--- src/rtl/pixel_command_engine_pkg.sv ---
`default_nettype none
// Shared opcodes, FSM state encoding and argument-byte layout for the
// UART-fed pixel command engine.
package pixel_command_engine_pkg;

  typedef enum logic [1:0] {
    ST_IDLE   = 2'd0,
    ST_ARGS   = 2'd1,
    ST_RUN    = 2'd2,
    ST_STREAM = 2'd3
  } state_t;

  localparam logic [7:0] OP_NOP   = 8'h00;
  localparam logic [7:0] OP_FILL  = 8'h01;
  localparam logic [7:0] OP_FRAME = 8'h04;
  localparam logic [7:0] OP_RECT  = 8'h06;

  // RECT argument bytes occupy indices 0..10; FILL reuses the colour tail (8..10).
  localparam logic [3:0] ARG_BYTES_FILL = 4'd3;
  localparam logic [3:0] ARG_BYTES_RECT = 4'd11;
  localparam logic [3:0] ARG_IDX_FILL   = ARG_BYTES_RECT - ARG_BYTES_FILL;
  localparam logic [3:0] ARG_IDX_LAST   = ARG_BYTES_RECT - 4'd1;

  // Starting row base for a rectangle: shift-add of the constant row width.
  function automatic logic [31:0] row_base(input logic [15:0] row, input logic [31:0] width);
    logic [31:0] acc;
    acc = '0;
    for (int i = 0; i < 16; i++) begin
      if (row[i]) acc = acc + (width << i);
    end
    return acc;
  endfunction

endpackage
`default_nettype wire

--- src/rtl/pixel_command_engine_rect_scanner.sv ---
`default_nettype none
// Raster-walks a rectangle row-major, reporting the current pixel's linear
// address and whether it falls inside the framebuffer.
module pixel_command_engine_rect_scanner
  import pixel_command_engine_pkg::*;
#(
  parameter int H_RES      = 640,
  parameter int V_RES      = 480,
  parameter int ADDR_WIDTH = 19
) (
  input  logic                  clk_i,
  input  logic                  rst_ni,
  input  logic                  start_i,
  input  logic                  advance_i,
  input  logic [15:0]           x0_i,
  input  logic [15:0]           y0_i,
  input  logic [15:0]           w_i,
  input  logic [15:0]           h_i,
  output logic                  active_o,
  output logic                  in_range_o,
  output logic                  last_o,
  output logic [ADDR_WIDTH-1:0] addr_o
);

  localparam logic [16:0]           H_LIM    = 17'(H_RES);
  localparam logic [16:0]           V_LIM    = 17'(V_RES);
  localparam logic [ADDR_WIDTH-1:0] ROW_STEP = ADDR_WIDTH'(H_RES);

  logic                  active_q, active_d;
  logic [15:0]           x_q, x_d, y_q, y_d, xs_q, xs_d;
  logic [16:0]           xe_q, xe_d, ye_q, ye_d;
  logic [ADDR_WIDTH-1:0] rb_q, rb_d;
  logic [16:0]           x_nx, y_nx;

  assign x_nx       = {1'b0, x_q} + 17'd1;
  assign y_nx       = {1'b0, y_q} + 17'd1;
  assign active_o   = active_q;
  assign in_range_o = active_q && ({1'b0, x_q} < H_LIM) && ({1'b0, y_q} < V_LIM);
  assign last_o     = (x_nx >= xe_q) && (y_nx >= ye_q);
  assign addr_o     = rb_q + ADDR_WIDTH'(x_q);

  always_comb begin
    active_d = active_q;
    x_d      = x_q;
    y_d      = y_q;
    xs_d     = xs_q;
    xe_d     = xe_q;
    ye_d     = ye_q;
    rb_d     = rb_q;
    if (start_i) begin
      active_d = (w_i != 16'd0) && (h_i != 16'd0);
      x_d      = x0_i;
      y_d      = y0_i;
      xs_d     = x0_i;
      // 17-bit ends so x0+w and y0+h never wrap
      xe_d     = {1'b0, x0_i} + {1'b0, w_i};
      ye_d     = {1'b0, y0_i} + {1'b0, h_i};
      rb_d     = ADDR_WIDTH'(row_base(y0_i, 32'(H_RES)));
    end else if (active_q && advance_i) begin
      if (x_nx < xe_q) begin
        x_d = x_q + 16'd1;
      end else if (y_nx < ye_q) begin
        x_d  = xs_q;
        y_d  = y_q + 16'd1;
        rb_d = rb_q + ROW_STEP;
      end else begin
        active_d = 1'b0;
      end
    end
  end

  always_ff @(posedge clk_i or negedge rst_ni) begin
    if (!rst_ni) begin
      active_q <= 1'b0;
      x_q      <= '0;
      y_q      <= '0;
      xs_q     <= '0;
      xe_q     <= '0;
      ye_q     <= '0;
      rb_q     <= '0;
    end else begin
      active_q <= active_d;
      x_q      <= x_d;
      y_q      <= y_d;
      xs_q     <= xs_d;
      xe_q     <= xe_d;
      ye_q     <= ye_d;
      rb_q     <= rb_d;
    end
  end

endmodule
`default_nettype wire

--- src/rtl/pixel_command_engine.sv ---
`default_nettype none
// Byte-level command decoder (NOP/FILL/FRAME/RECT) that turns a UART byte
// stream into valid/ready framebuffer writes.
module pixel_command_engine
  import pixel_command_engine_pkg::*;
#(
  parameter int CHANNEL_BITS = 4,
  parameter int H_RES        = 640,
  parameter int V_RES        = 480,
  parameter int ADDR_WIDTH   = 19
) (
  input  logic                      i_Clock,
  input  logic                      i_Reset_n,
  input  logic                      i_Rx_DV,
  input  logic [7:0]                i_Rx_Byte,
  output logic                      o_Write_Valid,
  input  logic                      i_Write_Ready,
  output logic [ADDR_WIDTH-1:0]     o_Write_Addr,
  output logic [3*CHANNEL_BITS-1:0] o_Write_Data,
  output logic                      o_Busy,
  output logic                      o_Error,
  output logic                      o_Overrun
);

  localparam int                    BPP       = 3 * CHANNEL_BITS;
  localparam int                    NPIX      = H_RES * V_RES;
  localparam logic [ADDR_WIDTH:0]   PIX_COUNT = (ADDR_WIDTH + 1)'(NPIX);
  localparam logic [ADDR_WIDTH-1:0] LAST_ADDR = ADDR_WIDTH'(NPIX - 1);

  state_t                  state_q, state_d;
  logic                    is_rect_q, is_rect_d;
  logic [3:0]              arg_idx_q, arg_idx_d;
  logic [15:0]             x0_q, x0_d, y0_q, y0_d, w_q, w_d, h_q, h_d;
  logic [CHANNEL_BITS-1:0] r_q, r_d, g_q, g_d, b_q, b_d;
  logic [1:0]              sbyte_q, sbyte_d;
  logic [CHANNEL_BITS-1:0] sr_q, sr_d, sg_q, sg_d;
  logic                    svalid_q, svalid_d;
  logic [ADDR_WIDTH-1:0]   saddr_q, saddr_d;
  logic [BPP-1:0]          sdata_q, sdata_d;
  logic [ADDR_WIDTH:0]     snext_q, snext_d;
  logic                    error_q, error_d, overrun_q, overrun_d;

  logic [CHANNEL_BITS-1:0] chan;
  logic                    scan_start, scan_adv, scan_active, scan_in_range, scan_last;
  logic [ADDR_WIDTH-1:0]   scan_addr;
  logic                    run_step;

  assign chan      = i_Rx_Byte[7 -: CHANNEL_BITS];
  // Out-of-range pixels are skipped at one per cycle regardless of Ready.
  assign run_step  = scan_in_range ? i_Write_Ready : 1'b1;
  assign scan_adv  = (state_q == ST_RUN) && run_step;

  pixel_command_engine_rect_scanner #(
    .H_RES      (H_RES),
    .V_RES      (V_RES),
    .ADDR_WIDTH (ADDR_WIDTH)
  ) u_scanner (
    .clk_i      (i_Clock),
    .rst_ni     (i_Reset_n),
    .start_i    (scan_start),
    .advance_i  (scan_adv),
    .x0_i       (is_rect_q ? x0_q : 16'd0),
    .y0_i       (is_rect_q ? y0_q : 16'd0),
    .w_i        (is_rect_q ? w_q  : 16'(H_RES)),
    .h_i        (is_rect_q ? h_q  : 16'(V_RES)),
    .active_o   (scan_active),
    .in_range_o (scan_in_range),
    .last_o     (scan_last),
    .addr_o     (scan_addr)
  );

  always_comb begin
    state_d    = state_q;
    is_rect_d  = is_rect_q;
    arg_idx_d  = arg_idx_q;
    x0_d       = x0_q;
    y0_d       = y0_q;
    w_d        = w_q;
    h_d        = h_q;
    r_d        = r_q;
    g_d        = g_q;
    b_d        = b_q;
    sbyte_d    = sbyte_q;
    sr_d       = sr_q;
    sg_d       = sg_q;
    svalid_d   = svalid_q;
    saddr_d    = saddr_q;
    sdata_d    = sdata_q;
    snext_d    = snext_q;
    error_d    = 1'b0;
    overrun_d  = 1'b0;
    scan_start = 1'b0;

    unique case (state_q)
      ST_IDLE: begin
        if (i_Rx_DV) begin
          unique case (i_Rx_Byte)
            OP_NOP: ;
            OP_FILL: begin
              state_d   = ST_ARGS;
              is_rect_d = 1'b0;
              arg_idx_d = ARG_IDX_FILL;
            end
            OP_RECT: begin
              state_d   = ST_ARGS;
              is_rect_d = 1'b1;
              arg_idx_d = 4'd0;
            end
            OP_FRAME: begin
              state_d  = ST_STREAM;
              sbyte_d  = 2'd0;
              svalid_d = 1'b0;
              snext_d  = '0;
            end
            default: error_d = 1'b1;
          endcase
        end
      end

      ST_ARGS: begin
        if (i_Rx_DV) begin
          arg_idx_d = arg_idx_q + 4'd1;
          unique case (arg_idx_q)
            4'd0:    x0_d[15:8] = i_Rx_Byte;
            4'd1:    x0_d[7:0]  = i_Rx_Byte;
            4'd2:    y0_d[15:8] = i_Rx_Byte;
            4'd3:    y0_d[7:0]  = i_Rx_Byte;
            4'd4:    w_d[15:8]  = i_Rx_Byte;
            4'd5:    w_d[7:0]   = i_Rx_Byte;
            4'd6:    h_d[15:8]  = i_Rx_Byte;
            4'd7:    h_d[7:0]   = i_Rx_Byte;
            4'd8:    r_d        = chan;
            4'd9:    g_d        = chan;
            ARG_IDX_LAST: begin
              b_d        = chan;
              scan_start = 1'b1;
              state_d    = ST_RUN;
            end
            default: state_d = ST_IDLE;
          endcase
        end
      end

      ST_RUN: begin
        if (i_Rx_DV) overrun_d = 1'b1;
        if (!scan_active || (scan_last && run_step)) state_d = ST_IDLE;
      end

      ST_STREAM: begin
        if (svalid_q && i_Write_Ready) begin
          svalid_d = 1'b0;
          if (saddr_q == LAST_ADDR) state_d = ST_IDLE;
        end
        if (i_Rx_DV) begin
          unique case (sbyte_q)
            2'd0: begin
              sr_d    = chan;
              sbyte_d = 2'd1;
            end
            2'd1: begin
              sg_d    = chan;
              sbyte_d = 2'd2;
            end
            default: begin
              sbyte_d = 2'd0;
              // A pixel arriving while the previous write is still pending is lost.
              if ((svalid_q && !i_Write_Ready) || (snext_q == PIX_COUNT)) begin
                overrun_d = 1'b1;
              end else begin
                svalid_d = 1'b1;
                saddr_d  = snext_q[ADDR_WIDTH-1:0];
                sdata_d  = {chan, sg_q, sr_q};
                snext_d  = snext_q + 1'b1;
              end
            end
          endcase
        end
      end

      default: state_d = ST_IDLE;
    endcase
  end

  always_ff @(posedge i_Clock or negedge i_Reset_n) begin
    if (!i_Reset_n) begin
      state_q   <= ST_IDLE;
      is_rect_q <= 1'b0;
      arg_idx_q <= '0;
      x0_q      <= '0;
      y0_q      <= '0;
      w_q       <= '0;
      h_q       <= '0;
      r_q       <= '0;
      g_q       <= '0;
      b_q       <= '0;
      sbyte_q   <= '0;
      sr_q      <= '0;
      sg_q      <= '0;
      svalid_q  <= 1'b0;
      saddr_q   <= '0;
      sdata_q   <= '0;
      snext_q   <= '0;
      error_q   <= 1'b0;
      overrun_q <= 1'b0;
    end else begin
      state_q   <= state_d;
      is_rect_q <= is_rect_d;
      arg_idx_q <= arg_idx_d;
      x0_q      <= x0_d;
      y0_q      <= y0_d;
      w_q       <= w_d;
      h_q       <= h_d;
      r_q       <= r_d;
      g_q       <= g_d;
      b_q       <= b_d;
      sbyte_q   <= sbyte_d;
      sr_q      <= sr_d;
      sg_q      <= sg_d;
      svalid_q  <= svalid_d;
      saddr_q   <= saddr_d;
      sdata_q   <= sdata_d;
      snext_q   <= snext_d;
      error_q   <= error_d;
      overrun_q <= overrun_d;
    end
  end

  always_comb begin
    o_Write_Valid = 1'b0;
    o_Write_Addr  = '0;
    o_Write_Data  = '0;
    if (state_q == ST_RUN && scan_in_range) begin
      o_Write_Valid = 1'b1;
      o_Write_Addr  = scan_addr;
      o_Write_Data  = {b_q, g_q, r_q};
    end else if (state_q == ST_STREAM && svalid_q) begin
      o_Write_Valid = 1'b1;
      o_Write_Addr  = saddr_q;
      o_Write_Data  = sdata_q;
    end
  end

  assign o_Busy    = (state_q != ST_IDLE);
  assign o_Error   = error_q;
  assign o_Overrun = overrun_q;

endmodule
`default_nettype wire

--- config.mk ---
export PLATFORM = sky130hd
export DESIGN_NAME = pixel_command_engine
export DESIGN_NICKNAME = d
export VERILOG_FILES = /design/src/rtl/pixel_command_engine_pkg.sv /design/src/rtl/pixel_command_engine_rect_scanner.sv /design/src/rtl/pixel_command_engine.sv
export SDC_FILE = /design/constraint.sdc
export NUM_CORES = 1
export LEC_CHECK = 0
export CAP_MARGIN = 10
export CORE_MARGIN = 3
export CORE_UTILIZATION = 45
export DETAILED_ROUTE_END_ITERATION = 8
export GPL_TIMING_DRIVEN = 0
export REMOVE_ABC_BUFFERS = 1
export SYNTH_ARGS = -nofsm -noshare
export SYNTH_HDL_FRONTEND = slang
export SYNTH_HIERARCHICAL = 1
export SYNTH_SLANG_ARGS = --single-unit
--- constraint.sdc ---
create_clock -name i_Clock -period 6.2 [get_ports i_Clock]
set_input_delay 0.93 -clock i_Clock [delete_from_list [all_inputs] [get_ports i_Clock]]
set_output_delay 0.93 -clock i_Clock [all_outputs]
set_load 0.01 [all_outputs]
==> impl_metrics.yaml <==
outcome:
  status: "finished, final reports clean"
flow_run:
  max_cap_viol_count: 0
place:
  dpl_cell_area_sq_um: 16200
  dp.cells: 1964
  place.gp.congestion: 0.813
  numPortBuffers: 46
  hpwlAfterDp_mm: 27.7
die:
  boundaryPins: 47
  die_w_um: 191
  rows: 67
  die-area_sq_um: 36400
  fp.coreArea_sq_um: 33600
  die_y_um: 191
  initial_core_util_pct: 45.8
critical_path:
  ff2ff_setup_slack_ns: 0.17
  worst_ep_required_time_ns: 6.69
  startpoint: "is_rect_q$_DFFE_PN0P_"
  critical_path_class: "flip-flop to flip-flop"
  r2r-start: "is_rect_q$_DFFE_PN0P_"
  setup.worst_path.start_class: "flip-flop"
  cp_max_fo: 5
  critPathSlowestCell: "dfrtp_4"
  cpPeakStageDelay_ns: 0.50
  crit_top_cell: "ha_4"
  worst_ep_arrival_time_ns: 6.52
  crit_path_end_kind: "flip-flop"
grt:
  grt-busiest-layer: "met2"
  antenna_found_initial: 0
  grt_max_degree: 118
  use_met3_pct: 3.14
  grt_pass1_vias: 11700
  grt.total_usage_pct: 22.3
  grt-ovfl-total: 0
  grtUsageMet1_pct: 31.0
  grt_pass1_wl_mm: 64.9
  grt_use_met2_pct: 36.6
sta:
  hold_violations: 0
  slew_headroom_pct: 29.8
  worst_pin_slew_ns: 1.05
  period_share_pct: 97.3
  rsz0062_at_grt: "yes"
  setup_viol: 0
  maxSlewViolCount: 0
  fin_skew_ns: 0.0241
  fin_tns_setup_ns: 0
  max_clock_freq_mhz: 166
  finalCriticalPeriod_ns: 6.03
synth:
  yosysWarnings: 6
  netlist_area_sq_um: 15400
  synth_edf_count: 0
  ys.flop_type: "dfrtp_1"
  synth_seq_cells: 242
  postSynthCellCount: 1537
  synth-async-reset-ratio_pct: 100
  avgSynthCellArea_sq_um: 10.0
  yosysSeqAreaShare_pct: 39.4
  synth_cell_type_count: 85
routing:
  first_pass_iters: 5
  routed_wl_mm: 39.9
  drtAntennaViolNets: 0
  drc: 0
  avgViaCountPerCell: 5.65
  wl_per_cell_um: 19.6
  vias: 11500
  drt_iter0_markers: 568
final_layout:
  layoutNonFillerInstCount: 2037
  drive_above_1_share_pct: 17.4
  fill_cells: 3011
  stdcell_area_sq_um: 17700
  final_cell_mix: "dfrtp_1 (241), mux2_2 (105), nand2_1 (97)"
  area_growth_pct: 14.8
  antenna_cells: 0
  final_common_cell: "dfrtp_1"
  postLayoutCoreUtil_pct: 52.6
  nets: 1674
cts:
  cts_tree: "built"
  numCtsBuffers: 29
  clockBufferDepth: 3
  clk_pin_slew_worst_paths_ns: 0.06
  clk_latency_ns: 0.58
  htreeDepth: 1
  cts-root-buf: "clkbuf_16"
  clock_sinks: 242
pwr:
  cellPowerDensity_nw_per_um2: 281
  p_int_mw: 3.50
  combPwrFrac_pct: 20.6
  p_sw_mw: 1.45
  pwr-share-clk_pct: 35.1
  swShare_pct: 29.3
  p_leak_nw: 8.05
  irDropWorstVdd_mv: 0.250
  total_power_mw: 4.96
  p_seq_share_pct: 44.3
worst_hold_path:
  hold_class: "input port to asynchronous set/reset pin"
## worst paths after layout
path / endpoint / cells after the start
max: u_scanner/rb_q[18]$_DFFE_PN0P_ / 29
min: x0_q[11]$_DFFE_PN0P_ / 1
max reg2reg: u_scanner/rb_q[18]$_DFFE_PN0P_ / 29
min reg2reg: sdata_q[2]$_DFFE_PN0P_ / 1
max in group asynchronous: is_rect_q$_DFFE_PN0P_ / 2
min in group i_Clock: sdata_q[2]$_DFFE_PN0P_ / 1
## metal layers
layer  wire length (um)  vias up
li1                   -     5614
met1              18900     5654
met2              18700      172
met3               1240       64
met4               1120        0
met5                  0        -
## final cells by class
type	count	area, sq um	area share, %
timing repair buffer	73	810	4.58
tap	448	561	3.17
clock inverter	13	133	0.751
multi-input combinational	1141	8950	50.7
inverter	80	305	1.73
sequential	242	6060	34.3
clock buffer	40	847	4.79
## critical path, delay by kind of cell (launching register included)
family	cells	cell delay, ns
AND/OR/NAND/NOR	9	1.52
adder cells (fa/ha/maj)	9	2.05
multiplexers	3	0.77
XOR/XNOR	1	0.14
AO/OA/AOI/OAI	5	0.77
buffers and inverters	2	0.19
flip-flops	1	0.50
## cell usage after synthesis (42+ instances only)
library cell	number	area share, %
nand3_1	42	1.4
inv_1	79	1.9
ha_1	93	7.6
xnor2_1	67	3.8
o21ai_0	79	2.6
dfrtp_1	242	39
and2_1	63	2.6
nor3_1	47	1.5
nand2_1	98	2.4
nor2_1	79	1.9
mux2_2	107	7.8
clkbuf_1	57	1.4
a21oi_1	45	1.5
## stage by stage
stage / setup WS, ns / hold slack (ns)
after floorplan: -0.560 / 0.452
after global placement: -6.57 / 0.464
after detailed placement: -1.15 / 0.471
after CTS: 0.00500 / 0.189
after global routing: -0.0495 / 0.207
final: 0.167 / 0.211
## registers in the layout (all words and copies together), names as in the netlist, 17 cells and up
| register | count |
|---|---|
| snext_q | 20 |
| u_scanner/ye_q | 17 |
| u_scanner/xe_q | 17 |
| saddr_q | 19 |
## logic make-up (layout without fill, tap and decap cells)
kind of cell | count (synthesis) | after routing | synth area share [%]
xor gates and xnor gates | 103 | 103 | 5.91
muxes | 169 | 169 | 12.6
buffers and inverters | 154 | 206 | 4.18
DFF | 242 | 242 | 39.4
adders and majority gates | 95 | 95 | 7.82
AOI/OAI and AO/OA | 291 | 291 | 13.3
and+or+nand+nor | 483 | 483 | 16.9
## power by group through the flow
| stage | logic (mW) | registers (mW) | clock network (mW) |
|---|---|---|---|
| 6_report | 1.02 | 2.20 | 1.74 |
| 5_1_grt | 1.15 | 2.25 | 1.85 |
| 4_1_cts | 1.02 | 2.19 | 1.79 |
| 3_5_place_dp | 1.01 | 2.22 | 0 |
| 3_3_place_gp | 0.979 | 2.22 | 0 |
| 2_1_floorplan | 0.757 | 2.15 | 0 |
## timing repair
item                                    CTS  global route
resized for setup                        38            16
endpoints found under the setup margin    3             2
hold buffers                              0             0
pin swaps                                12            15
buffers inserted                         14             4
gates cloned                              1             0
No activity file was read; power rests on OpenSTA's default activity.
